==> src/rtl/datapath_run_ctrl.sv <==
// Run controller: sequences the datapath clock enable in fixed-count, free-run or single-step mode.
// Latency: first ce one clock after RUN entry; ce pulses spaced div+1 clocks; ce/busy/done are registered.
// Backpressure: stop/halt_req end a run on the next edge; start is ignored while busy.
module datapath_run_ctrl #(
  parameter int CNT_W = 16,
  parameter int DIV_W = 8
) (
  input  logic             clk,
  input  logic             rst_n,
  input  logic             start,
  input  logic             stop,
  input  logic             step,
  input  logic [1:0]       mode,
  input  logic [CNT_W-1:0] cycle_limit,
  input  logic [DIV_W-1:0] div,
  input  logic             halt_req,
  output logic             ce,
  output logic             busy,
  output logic             done,
  output logic [CNT_W-1:0] cycles,
  output logic [1:0]       cause
);

  typedef enum logic [1:0] {IDLE, RUN, STEP, DONE} state_t;

  localparam logic [1:0] MODE_FIXED = 2'd0;
  localparam logic [1:0] MODE_FREE  = 2'd1;
  localparam logic [1:0] MODE_STEP  = 2'd2;

  localparam logic [1:0] CAUSE_NONE  = 2'd0;
  localparam logic [1:0] CAUSE_LIMIT = 2'd1;
  localparam logic [1:0] CAUSE_STOP  = 2'd2;
  localparam logic [1:0] CAUSE_HALT  = 2'd3;

  localparam logic [CNT_W-1:0] CNT_ONE = {{(CNT_W-1){1'b0}}, 1'b1};
  localparam logic [CNT_W-1:0] CNT_MAX = '1;
  localparam logic [DIV_W-1:0] DIV_ONE = {{(DIV_W-1){1'b0}}, 1'b1};

  state_t           state;
  logic [1:0]       mode_q;
  logic [CNT_W-1:0] limit_q;
  logic [DIV_W-1:0] div_q;
  logic [DIV_W-1:0] div_cnt;

  logic [CNT_W-1:0] cycles_nxt;
  logic [CNT_W-1:0] cycles_sat;

  // Next count value; saturating form is used for the issued-enable counter,
  // the raw form for the limit compare (mode 0 hits its limit before wrapping).
  assign cycles_nxt = cycles + CNT_ONE;
  assign cycles_sat = (cycles == CNT_MAX) ? cycles : cycles_nxt;

  // Single FSM: state, latched run setup, divider and all registered outputs.
  always_ff @(posedge clk or negedge rst_n) begin
    if (!rst_n) begin
      state   <= IDLE;
      mode_q  <= MODE_FIXED;
      limit_q <= '0;
      div_q   <= '0;
      div_cnt <= '0;
      ce      <= 1'b0;
      busy    <= 1'b0;
      done    <= 1'b0;
      cycles  <= '0;
      cause   <= CAUSE_NONE;
    end else begin
      case (state)
        IDLE, DONE: begin
          ce <= 1'b0;
          if (start && !stop) begin
            // Mode 3 behaves as fixed count.
            mode_q  <= (mode == 2'd3) ? MODE_FIXED : mode;
            limit_q <= cycle_limit;
            div_q   <= div;
            div_cnt <= '0;
            cycles  <= '0;
            cause   <= CAUSE_NONE;
            if (mode == MODE_STEP) begin
              state <= STEP;
              busy  <= 1'b1;
              done  <= 1'b0;
            end else if (mode != MODE_FREE && cycle_limit == '0) begin
              // Zero-length fixed run completes without issuing any enable.
              state <= DONE;
              cause <= CAUSE_LIMIT;
              busy  <= 1'b0;
              done  <= 1'b1;
            end else begin
              state <= RUN;
              busy  <= 1'b1;
              done  <= 1'b0;
            end
          end
        end

        RUN: begin
          if (stop) begin
            state <= DONE;
            cause <= CAUSE_STOP;
            ce    <= 1'b0;
            busy  <= 1'b0;
            done  <= 1'b1;
          end else if (halt_req) begin
            state <= DONE;
            cause <= CAUSE_HALT;
            ce    <= 1'b0;
            busy  <= 1'b0;
            done  <= 1'b1;
          end else if (div_cnt == '0) begin
            ce      <= 1'b1;
            cycles  <= cycles_sat;
            div_cnt <= div_q;
            // The final enable of a fixed run is still issued on this edge.
            if (mode_q == MODE_FIXED && cycles_nxt == limit_q) begin
              state <= DONE;
              cause <= CAUSE_LIMIT;
              busy  <= 1'b0;
              done  <= 1'b1;
            end
          end else begin
            ce      <= 1'b0;
            div_cnt <= div_cnt - DIV_ONE;
          end
        end

        STEP: begin
          if (stop) begin
            state <= DONE;
            cause <= CAUSE_STOP;
            ce    <= 1'b0;
            busy  <= 1'b0;
            done  <= 1'b1;
          end else if (halt_req) begin
            state <= DONE;
            cause <= CAUSE_HALT;
            ce    <= 1'b0;
            busy  <= 1'b0;
            done  <= 1'b1;
          end else if (step && !ce) begin
            // A held step yields a pulse every other clock.
            ce     <= 1'b1;
            cycles <= cycles_sat;
          end else begin
            ce <= 1'b0;
          end
        end

        default: begin
          state <= IDLE;
          ce    <= 1'b0;
          busy  <= 1'b0;
          done  <= 1'b0;
        end
      endcase
    end
  end

endmodule

==> config.mk <==
export PLATFORM = sky130hd
export DESIGN_NAME = datapath_run_ctrl
export DESIGN_NICKNAME = d
export VERILOG_FILES = /design/src/rtl/datapath_run_ctrl.sv
export SDC_FILE = /design/constraint.sdc
export NUM_CORES = 1
export LEC_CHECK = 0
export BUFFER_PORTS_ARGS = -buffer_cell sky130_fd_sc_hd__buf_2
export CORE_UTILIZATION = 40
export DETAILED_ROUTE_END_ITERATION = 6
export HOLD_SLACK_MARGIN = 0.12
export PLACE_DENSITY_LB_ADDON = 0.12
export SYNTH_ARGS = -nofsm -noshare
export SYNTH_HDL_FRONTEND = slang
export SYNTH_SLANG_ARGS = --single-unit
export TNS_END_PERCENT = 1
==> constraint.sdc <==
create_clock -name clk -period 3.3 [get_ports clk]
set_clock_uncertainty 0.15 [all_clocks]
set_input_delay 0.495 -clock clk [delete_from_list [all_inputs] [get_ports clk]]
set_output_delay 0.495 -clock clk [all_outputs]
set_load 0.05 [all_outputs]
==> impl_metrics.py, run 1 <==
metrics = {
    "floorplanning": {
        "rows": 33,
        "initial_core_util_pct": 41.1,
        "io_pins": 53,
        "coreArea_mm2": 0.00818,
        "die_w_um": 93.6,
        "dieHeight_um": 93.6,
        "dieArea_mm2": 0.00876,
    },
    "clock_network": {
        "cts_tree": "built",
        "ctsLongestPathBuffers": 2,
        "cts-buffers-inserted": 9,
        "root_buffer": "clkbuf_8",
        "clock-sinks": 57,
        "clk_latency_ns": 0.35,
        "clkTransAtPathRegs_ns": 0.07,
        "clock_tree.htree_level_count": 3,
    },
    "timing": {
        "tns_ns": 0,
        "worst_pin_slew_ns": 0.552,
        "hold_violations": 0,
        "setup_viol": 0,
        "rsz0062_at_grt": "false",
        "clock.fmax_ghz": 0.320,
        "slew_violations": 0,
        "slew_headroom_pct": 62.8,
        "fin_crit_sh_pct": 94.7,
        "period_needed_ns": 3.13,
    },
    "routing": {
        "drt_iter0_drc": 136,
        "ant_nets": 0,
        "first_pass_iters": 4,
        "viasPerCell": 5.45,
        "post_drt_wl_per_cell_um": 15.6,
        "drt_wl_total_mm": 8.17,
        "drc_errors": 0,
        "via_count": 2848,
    },
    "power_and_ir_drop": {
        "cellLeakagePower_nw": 1.73,
        "ir_drop_uv": 430,
        "p_per_area_mw_per_mm2": 968,
        "finalPower_mw": 3.82,
    },
    "finish": {
        "nets": 451,
        "mostFrequentLayoutCell": "dfrtp_1",
        "drive_above_1_share_pct": 26.8,
        "antenna_cells": 0,
        "area_growth_pct": 17.6,
        "final_cell_mix": "dfrtp_1, buf_2, nand2_1, o21ai_0, mux2_2",
        "fill_cells": 781,
    },
    "worst_setup_path": {
        "crit_start": "cycles[0]",
        "required_ns": 3.38,
        "critPathMaxStageDelay_ns": 0.46,
        "cp-end-kind": "flop",
        "crit_chain": "ha_1 > xor2_1 > a2111oi_1 > o2111ai_1 > a2111o_1 > o41ai_4 > buf_4 > mux2_2",
        "critPathKind": "flop to flop",
        "cp_max_fo": 8,
        "r2r_start": "cycles[0]",
        "cp.arrival_ns": 3.21,
        "critPathSlowestCell": "dfrtp_1",
        "critPathLaunchType": "flop",
    },
    "yosys": {
        "netlist_area_mm2": 0.00336,
        "yosysSeqAreaShare_pct": 42.5,
        "synthFlopType": "dfrtp_1",
        "ys_seq_elements": 57,
        "synthCells": 362,
        "yosys_warnings": 0,
        "synthArstFlopShare_pct": 100,
        "syn_area_per_cell_um2": 9.27,
        "synth_edf_count": 0,
        "synth_cell_types": 52,
        "synth_nets": 399,
    },
    "outcome": {
        "status": "finished, final reports clean",
    },
    "place": {
        "routabilityCongestion": 0.922,
        "place.port_buffers": 52,
        "post-dp-hpwl_mm": 6.02,
    },
    "global_route": {
        "antenna_found_initial": 0,
        "overflow": 0,
        "grtUsageTotal_pct": 20.3,
        "grt_pass1_wl_mm": 13.4,
        "grt_pass1_vias": 2661,
        "grt_max_degree": 33,
    },
    "hold_path": {
        "hp-class": "primary input to flop",
        "hp-start": "div[7]",
    },
    "flow_run": {
        "cap_violations": 0,
    },
}
## per-layer routing
| metal | GRT usage, % | wire [µm] |
|---|---|---|
| met3 | 3.01 | 333 |
| met1 | 26.9 | 3810 |
| met4 | 8.85 | 102 |
| met2 | 32.9 | 3930 |
| met5 | 0 | 0 |
## flip-flops by register name, indices dropped and copies added, names as in the netlist
register,cells
limit_q,16
div_q,8
state,2
cause,2
done,1
div_cnt,8
busy,1
cycles,16
mode_q,2
ce,1
## path summary, 6_finish.rpt
kind	to	slack, ns	cells past startpoint
max	state[0]	0.17	8
min	div_q[7]	0.23	2
max reg2reg	state[0]	0.17	8
min reg2reg	mode_q[1]	0.34	2
max in group asynchronous	div_cnt[1]	1.90	3
min in group asynchronous	cycles[3]	0.47	2
## area by class of cell
cell class	count	area [µm²]	area share [%]
Clock inverter	5	80.1	2.03
Inverter	11	41.3	1.05
Clock buffer	10	138	3.49
Timing Repair Buffer	60	335	8.49
Multi-Input combinational cell	275	1800	45.5
Tap cell	105	131	3.33
Sequential cell	57	1430	36.1
## power breakdown
| part | total (mW) | switching, mW | internal (mW) |
|---|---|---|---|
| combinational | 1.87 | 1.12 | 0.751 |
| sequential | 1.22 | 0.244 | 0.976 |
| clock | 0.734 | 0.294 | 0.440 |
| total | 3.82 | 1.66 | 2.17 |
## cells in the mapped netlist, types with 3 or more instances
master	instances	area, µm²
xor2_1	6	52.6
nor3_1	17	85.1
xnor2_1	13	114
nand3_1	13	65.1
nand4_1	4	25.0
a21oi_1	27	135
o21ai_0	36	180
ha_1	5	62.6
nor2_1	23	86.3
nand2b_1	10	62.6
buf_4	3	22.5
dfrtp_1	57	1430
nor4_1	7	43.8
or3_1	4	25.0
mux2_2	28	315
nand2_1	36	135
clkbuf_1	12	45.0
inv_1	11	41.3
and3_1	9	56.3
## logic make-up after synthesis
family	Yosys count	share of synthesized area, %
AND/OR/NAND/NOR	141	22.2
AO/OA/AOI/OAI	80	14.3
flip-flops	57	42.5
buffers and inverters	30	4.21
multiplexers	30	9.99
XOR/XNOR	19	4.96
adder cells (fa/ha/maj)	5	1.86
## worst max-delay path: cells and delay by family, from the launching register on
| family | cells | cell delay, ns |
|---|---|---|
| AOI/OAI and AO/OA | 4 | 1.32 |
| xor gates and xnor gates | 1 | 0.17 |
| adders and majority gates | 1 | 0.36 |
| buffers and inverters | 1 | 0.21 |
| DFF | 1 | 0.46 |
| muxes | 1 | 0.34 |
## through the flow
stage,std cells,instance area [µm²],hold WS [ns],util (%),setup slack (ns)
2_1_floorplan,362,3360,0.0494,-,0.226
3_3_place_gp,506,3710,0.323,45.4,0.301
3_5_place_dp,506,3710,0.325,45.4,0.135
4_1_cts,522,3940,0.211,48.2,0.112
5_1_grt,523,3950,0.218,48.3,0.0491
6_report,523,3950,0.225,48.3,0.174
## timing repair
action                                  in CTS  in global routing
hold endpoints to repair                    18                  0
gates resized for setup                      0                  1
hold buffers                                 1                  0
buffers inserted                             0                  1
endpoints found under the setup margin       0                  4
(Power assumes the default switching activity.)
==> run 2, diff against run 1 <==
Settings changed: CORE_UTILIZATION 40 to 57.
==> run 2 against run 1 <==
  * Sequential power about the same
  * Global-route usage up 6.9 points
  * Core utilization up 21 points
  * Worst hold slack better by 0.013 ns
  * Clock power down 9.9%
  * Maximum frequency up 3.9%
  * First-iteration DRC count up 43%
  * Non-clock buffer count down 2
  * Die area down 29%
  * Largest power group unchanged
==> impl_metrics.py, run 2 (same netlist as run 1, synthesis figures left out) <==
metrics = {
    "floorplanning": {
        "rows": 27,
        "die_w_um": 78.7,
        "initial_core_util_pct": 59.9,
        "dieArea_mm2": 0.00620,
        "coreArea_mm2": 0.00561,
        "dieHeight_um": 78.7,
        "io_pins": 53,
    },
    "routing": {
        "drt_wl_total_mm": 7.57,
        "via_count": 2816,
        "drc_errors": 0,
        "viasPerCell": 5.77,
        "first_pass_iters": 4,
        "post_drt_wl_per_cell_um": 15.5,
        "ant_nets": 0,
        "drt_iter0_drc": 194,
    },
    "worst_setup_path": {
        "cp-end-kind": "flop",
        "cp_max_fo": 8,
        "cp_top_family": "compound AO/OA/AOI/OAI gates",
        "critPathSlowestCell": "o41ai_4",
        "cp.arrival_ns": 3.08,
        "critPathMaxStageDelay_ns": 0.47,
        "crit_chain": "ha_1 > xor2_1 > a2111oi_0 > o2111ai_1 > a2111o_1 > o41ai_4 > mux2_2",
        "path_buf_inv": 0,
        "critPathKind": "flop to flop",
        "critPathLaunchType": "flop",
        "required_ns": 3.37,
    },
    "timing": {
        "slew_violations": 0,
        "hold_violations": 0,
        "setup_ws_ns": 0.292,
        "period_needed_ns": 3.01,
        "tns_ns": 0,
        "slew_headroom_pct": 62.8,
        "worst_pin_slew_ns": 0.556,
        "whs_ns": 0.238,
        "fin_crit_sh_pct": 91.2,
        "clock.fmax_ghz": 0.332,
        "setup_viol": 0,
        "rsz0062_at_grt": "false",
    },
    "clock_network": {
        "post_cts_buffers": 0,
        "clock-sinks": 57,
        "root_buffer": "clkbuf_8",
        "clk_latency_ns": 0.33,
        "cts_tree": "built",
        "clock_tree.htree_level_count": 3,
        "ctsLongestPathBuffers": 2,
        "cts-buffers-inserted": 9,
        "post_cts_resized": 0,
        "clkTransAtPathRegs_ns": 0.07,
    },
    "place": {
        "post-dp-hpwl_mm": 5.53,
        "routabilityCongestion": 0.893,
        "place.port_buffers": 52,
        "pre_cts_ws_ns": 0.311,
    },
    "global_route": {
        "overflow": 0,
        "grt_max_degree": 44,
        "grt_pass1_wl_mm": 12.9,
        "antenna_found_initial": 0,
        "grt_pass1_vias": 2743,
        "grtUsageTotal_pct": 27.2,
    },
    "finish": {
        "final_cell_mix": "dfrtp_1, buf_2, nand2_1, o21ai_0, mux2_2",
        "area_growth_pct": 15.2,
        "reg.largest.list": "cycles x16, limit_q x16",
        "mostFrequentLayoutCell": "dfrtp_1",
        "antenna_cells": 0,
        "drive_above_1_share_pct": 26.2,
        "nets": 449,
        "fill_cells": 460,
    },
    "power_and_ir_drop": {
        "p_per_area_mw_per_mm2": 961,
        "ir_drop_uv": 587,
        "cellLeakagePower_nw": 1.72,
    },
    "flow_run": {
        "cap_violations": 0,
    },
    "hold_path": {
        "hp-class": "primary input to flop",
    },
    "outcome": {
        "status": "finished, final reports clean",
    },
}
[run 2: cell count changes in the layout (fill, tap and decap cells not counted), sizes merged]
cell      change
buf           -2
bufinv        -1
clkbuf        +2
clkinv        +1
clkinvlp      -2
[run 2: cell type report]
type                       instances  area (µm²)  share of cell area [%]
clock buffer                      12         155                    4.01
clock inverter                     3        40.0                    1.03
inverter                          11        41.3                    1.07
multi-input combinational        275        1800                    46.4
sequential                        57        1430                    36.9
tap                               72        90.1                    2.33
timing repair buffer              58         320                    8.28
[run 2: worst reg2reg max path, stage by stage, from the launching register on]
cell and delay, ns:
dfrtp_1 0.46, ha_1 0.36, xor2_1 0.17, a2111oi_0 0.38
o2111ai_1 0.16, a2111o_1 0.33, o41ai_4 0.47, mux2_2 0.40
[run 2: worst paths after layout]
| path | cells past startpoint | startpoint | to | slack (ns) |
|---|---|---|---|---|
| min in group asynchronous | 2 | rst_n | cycles[5] | 0.45 |
| worst max-delay path | 7 | cycles[0] | state[1] | 0.29 |
| worst min register to register | 2 | mode_q[1] | mode_q[1] | 0.34 |
| worst max register to register | 7 | cycles[0] | state[1] | 0.29 |
| worst min-delay path | 2 | div[4] | div_q[4] | 0.24 |
| max in group asynchronous | 3 | rst_n | limit_q[9] | 1.68 |
[run 2: repair_timing]
| action | CTS | global route |
|---|---|---|
| setup endpoints to repair | 0 | 0 |
| hold buffers | 1 | 0 |
| endpoints found under the hold margin | 14 | 0 |
[run 2: stage by stage]
stage               cell area (µm²)  cells  power, mW  util [%]
global placement               3660    472       3.00      65.3
global route                   3870    488       3.99      69.0
floorplan                      3360    362       2.63         -
detailed placement             3660    472       3.05      65.3
CTS                            3870    488       3.72      69.0
finish                         3870    488       3.72      69.0
[run 2: power breakdown]
| part | switching, mW | total [mW] | internal, mW |
|---|---|---|---|
| Combinational | 1.10 | 1.83 | 0.733 |
| Sequential | 0.251 | 1.23 | 0.976 |
| Clock | 0.278 | 0.661 | 0.383 |
[run 2: layer usage]
layer / up-vias / global-route usage (%) / wire [µm]
met4: 0 / 10.2 / 97
met1: 1321 / 36.3 / 3390
met5: - / 0 / 0
met3: 10 / 4.48 / 346
met2: 85 / 44.5 / 3730
li1: 1400 / - / -
==> run 3, diff against run 2 <==
Settings changed: CORE_MARGIN from default to 3.
Clock period 3.3 ns to 3.4 ns, I/O delays scaled along.
==> run 3 against run 2 <==
  * Count of clock-buffer cells in the layout grew 2
  * Core utilization shrank 0.31 points
  * Register-to-register slack lost 0.02 ns
  * Worst hold slack lost 0.048 ns
  * Die area grew 10%
==> impl_metrics.py, run 3 (same netlist as run 1, synthesis figures left out) <==
metrics = {
    "finish": {
        "ff_latch_area_mm2": 0.00143,
        "multiInputGateArea_mm2": 0.00180,
        "final_cell_mix": "dfrtp_1, buf_2, nand2_1, o21ai_0, mux2_2",
        "finalInstanceArea_mm2": 0.00385,
        "area_growth_pct": 14.7,
        "reg.largest.list": "cycles x16, limit_q x16",
        "nets": 447,
        "antenna_cells": 0,
        "drive_above_1_share_pct": 26.0,
        "fill_cells": 489,
        "mostFrequentLayoutCell": "dfrtp_1",
    },
    "floorplanning": {
        "die_w_um": 82.7,
        "initial_core_util_pct": 59.9,
        "rows": 27,
        "coreArea_mm2": 0.00561,
        "dieHeight_um": 82.7,
        "dieArea_mm2": 0.00685,
        "io_pins": 53,
    },
    "timing": {
        "slew_violations": 0,
        "clock.fmax_ghz": 0.320,
        "tns_ns": 0,
        "hold_violations": 0,
        "period_needed_ns": 3.12,
        "rsz0062_at_grt": "false",
        "setup_viol": 0,
        "fin_crit_sh_pct": 91.9,
        "setup_ws_ns": 0.277,
        "slew_headroom_pct": 34.1,
        "worst_pin_slew_ns": 0.988,
    },
    "global_route": {
        "antenna_found_initial": 0,
        "overflow": 0,
        "gr-max-usage-layer": "met2",
        "use_met2_pct": 42.7,
        "grt_pass1_vias": 2797,
        "grt.met3_usage_pct": 5.75,
        "grt_max_degree": 47,
        "grtUsageTotal_pct": 25.2,
        "use_met1_pct": 31.0,
        "grt_pass1_wl_mm": 12.9,
    },
    "worst_setup_path": {
        "critPathKind": "flop to flop",
        "ff2ff_path_depth": 7,
        "r2r_start": "cycles[0]",
        "critPathSlowestCell": "o41ai_4",
        "crit_chain": "ha_1 > xor2_1 > a2111oi_0 > o2111ai_1 > a2111o_1 > o41ai_4 > mux2_2",
        "required_ns": 3.47,
        "critPathLaunchType": "flop",
        "cp.arrival_ns": 3.19,
        "cp_max_fo": 8,
        "critPathMaxStageDelay_ns": 0.48,
        "r2r-end": "state[1]",
        "cp-end-kind": "flop",
        "r2r_slack_ns": 0.28,
    },
    "hold_path": {
        "hp-class": "primary input to asynchronous set/reset pin",
    },
    "power_and_ir_drop": {
        "cellLeakagePower_nw": 1.71,
        "p_per_area_mw_per_mm2": 941,
        "ir_drop_uv": 575,
    },
    "clock_network": {
        "post_cts_buffers": 0,
        "ctsLongestPathBuffers": 2,
        "cts-buffers-inserted": 9,
        "clock_tree.htree_level_count": 3,
        "post_cts_resized": 0,
        "cts_tree": "built",
        "clk_latency_ns": 0.33,
        "root_buffer": "clkbuf_8",
        "hold_buffers": 0,
        "clock-sinks": 57,
        "clkTransAtPathRegs_ns": 0.06,
    },
    "routing": {
        "first_pass_iters": 5,
        "drc_errors": 0,
        "drt_wl_total_mm": 7.78,
        "viasPerCell": 5.89,
        "via_count": 2866,
        "drt_iter0_drc": 201,
        "post_drt_wl_per_cell_um": 16.0,
        "ant_nets": 0,
    },
    "flow_run": {
        "cap_violations": 0,
    },
    "place": {
        "placed_area_mm2": 0.00364,
        "routabilityCongestion": 0.856,
        "post-dp-hpwl_mm": 5.63,
        "place.port_buffers": 52,
        "pre_cts_ws_ns": 0.262,
    },
    "outcome": {
        "status": "finished, final reports clean",
    },
}
-- run 3: cell types whose count changed in the layout (fill, tap and decap cells not counted), sizes merged --
cell / before / now
dlygate4sd3: 1 / 0
buf: 57 / 56
clkbuf: 12 / 14
clkinv: 2 / 1
-- run 3: area by class of cell --
cell class	instances	share of cell area (%)
clock buffer	14	4.48
clock inverter	2	0.910
inverter	11	1.07
multi-input combinational	275	46.6
sequential	57	37.0
tap	72	2.34
timing repair buffer	56	7.54
-- run 3: layer usage --
layer  part of all wire [%]  wire, µm
met1                     43      3330
met5                      0         0
met2                     50      3880
met3                    5.6       433
met4                    1.7       132
-- run 3: worst max-delay path by stage --
stage / from / endpoint / cells past startpoint
after global routing: cycles[0] / cause[1] / 7
after global placement: cycles[0] / state[0] / 7
final: cycles[0] / state[1] / 7
after floorplan: cycles[0] / cause[1] / 7
after CTS: cycles[0] / state[1] / 7
after detailed placement: cycles[0] / state[1] / 7
-- run 3: power breakdown --
part           total (mW)  switching [mW]  internal (mW)
combinational        1.78            1.07          0.703
clock               0.659           0.261          0.398
sequential           1.19           0.241          0.947
-- run 3: worst max-delay path, delay by kind of cell, from the launching register on --
kind	cells	cell delay, ns
mux	1	0.40
xor+xnor	1	0.16
flops	1	0.46
fa+ha+maj	1	0.35
compound gates	4	1.48
-- run 3: stage by stage --
stage	hold slack, ns	cells	utilization, %	total power [mW]
4_1_cts	0.223	487	68.7	3.63
6_report	0.190	487	68.7	3.62
5_1_grt	0.249	487	68.7	3.91
3_3_place_gp	0.327	471	65.0	2.91
2_1_floorplan	0.0644	362	-	2.55
3_5_place_dp	0.330	471	65.0	2.97
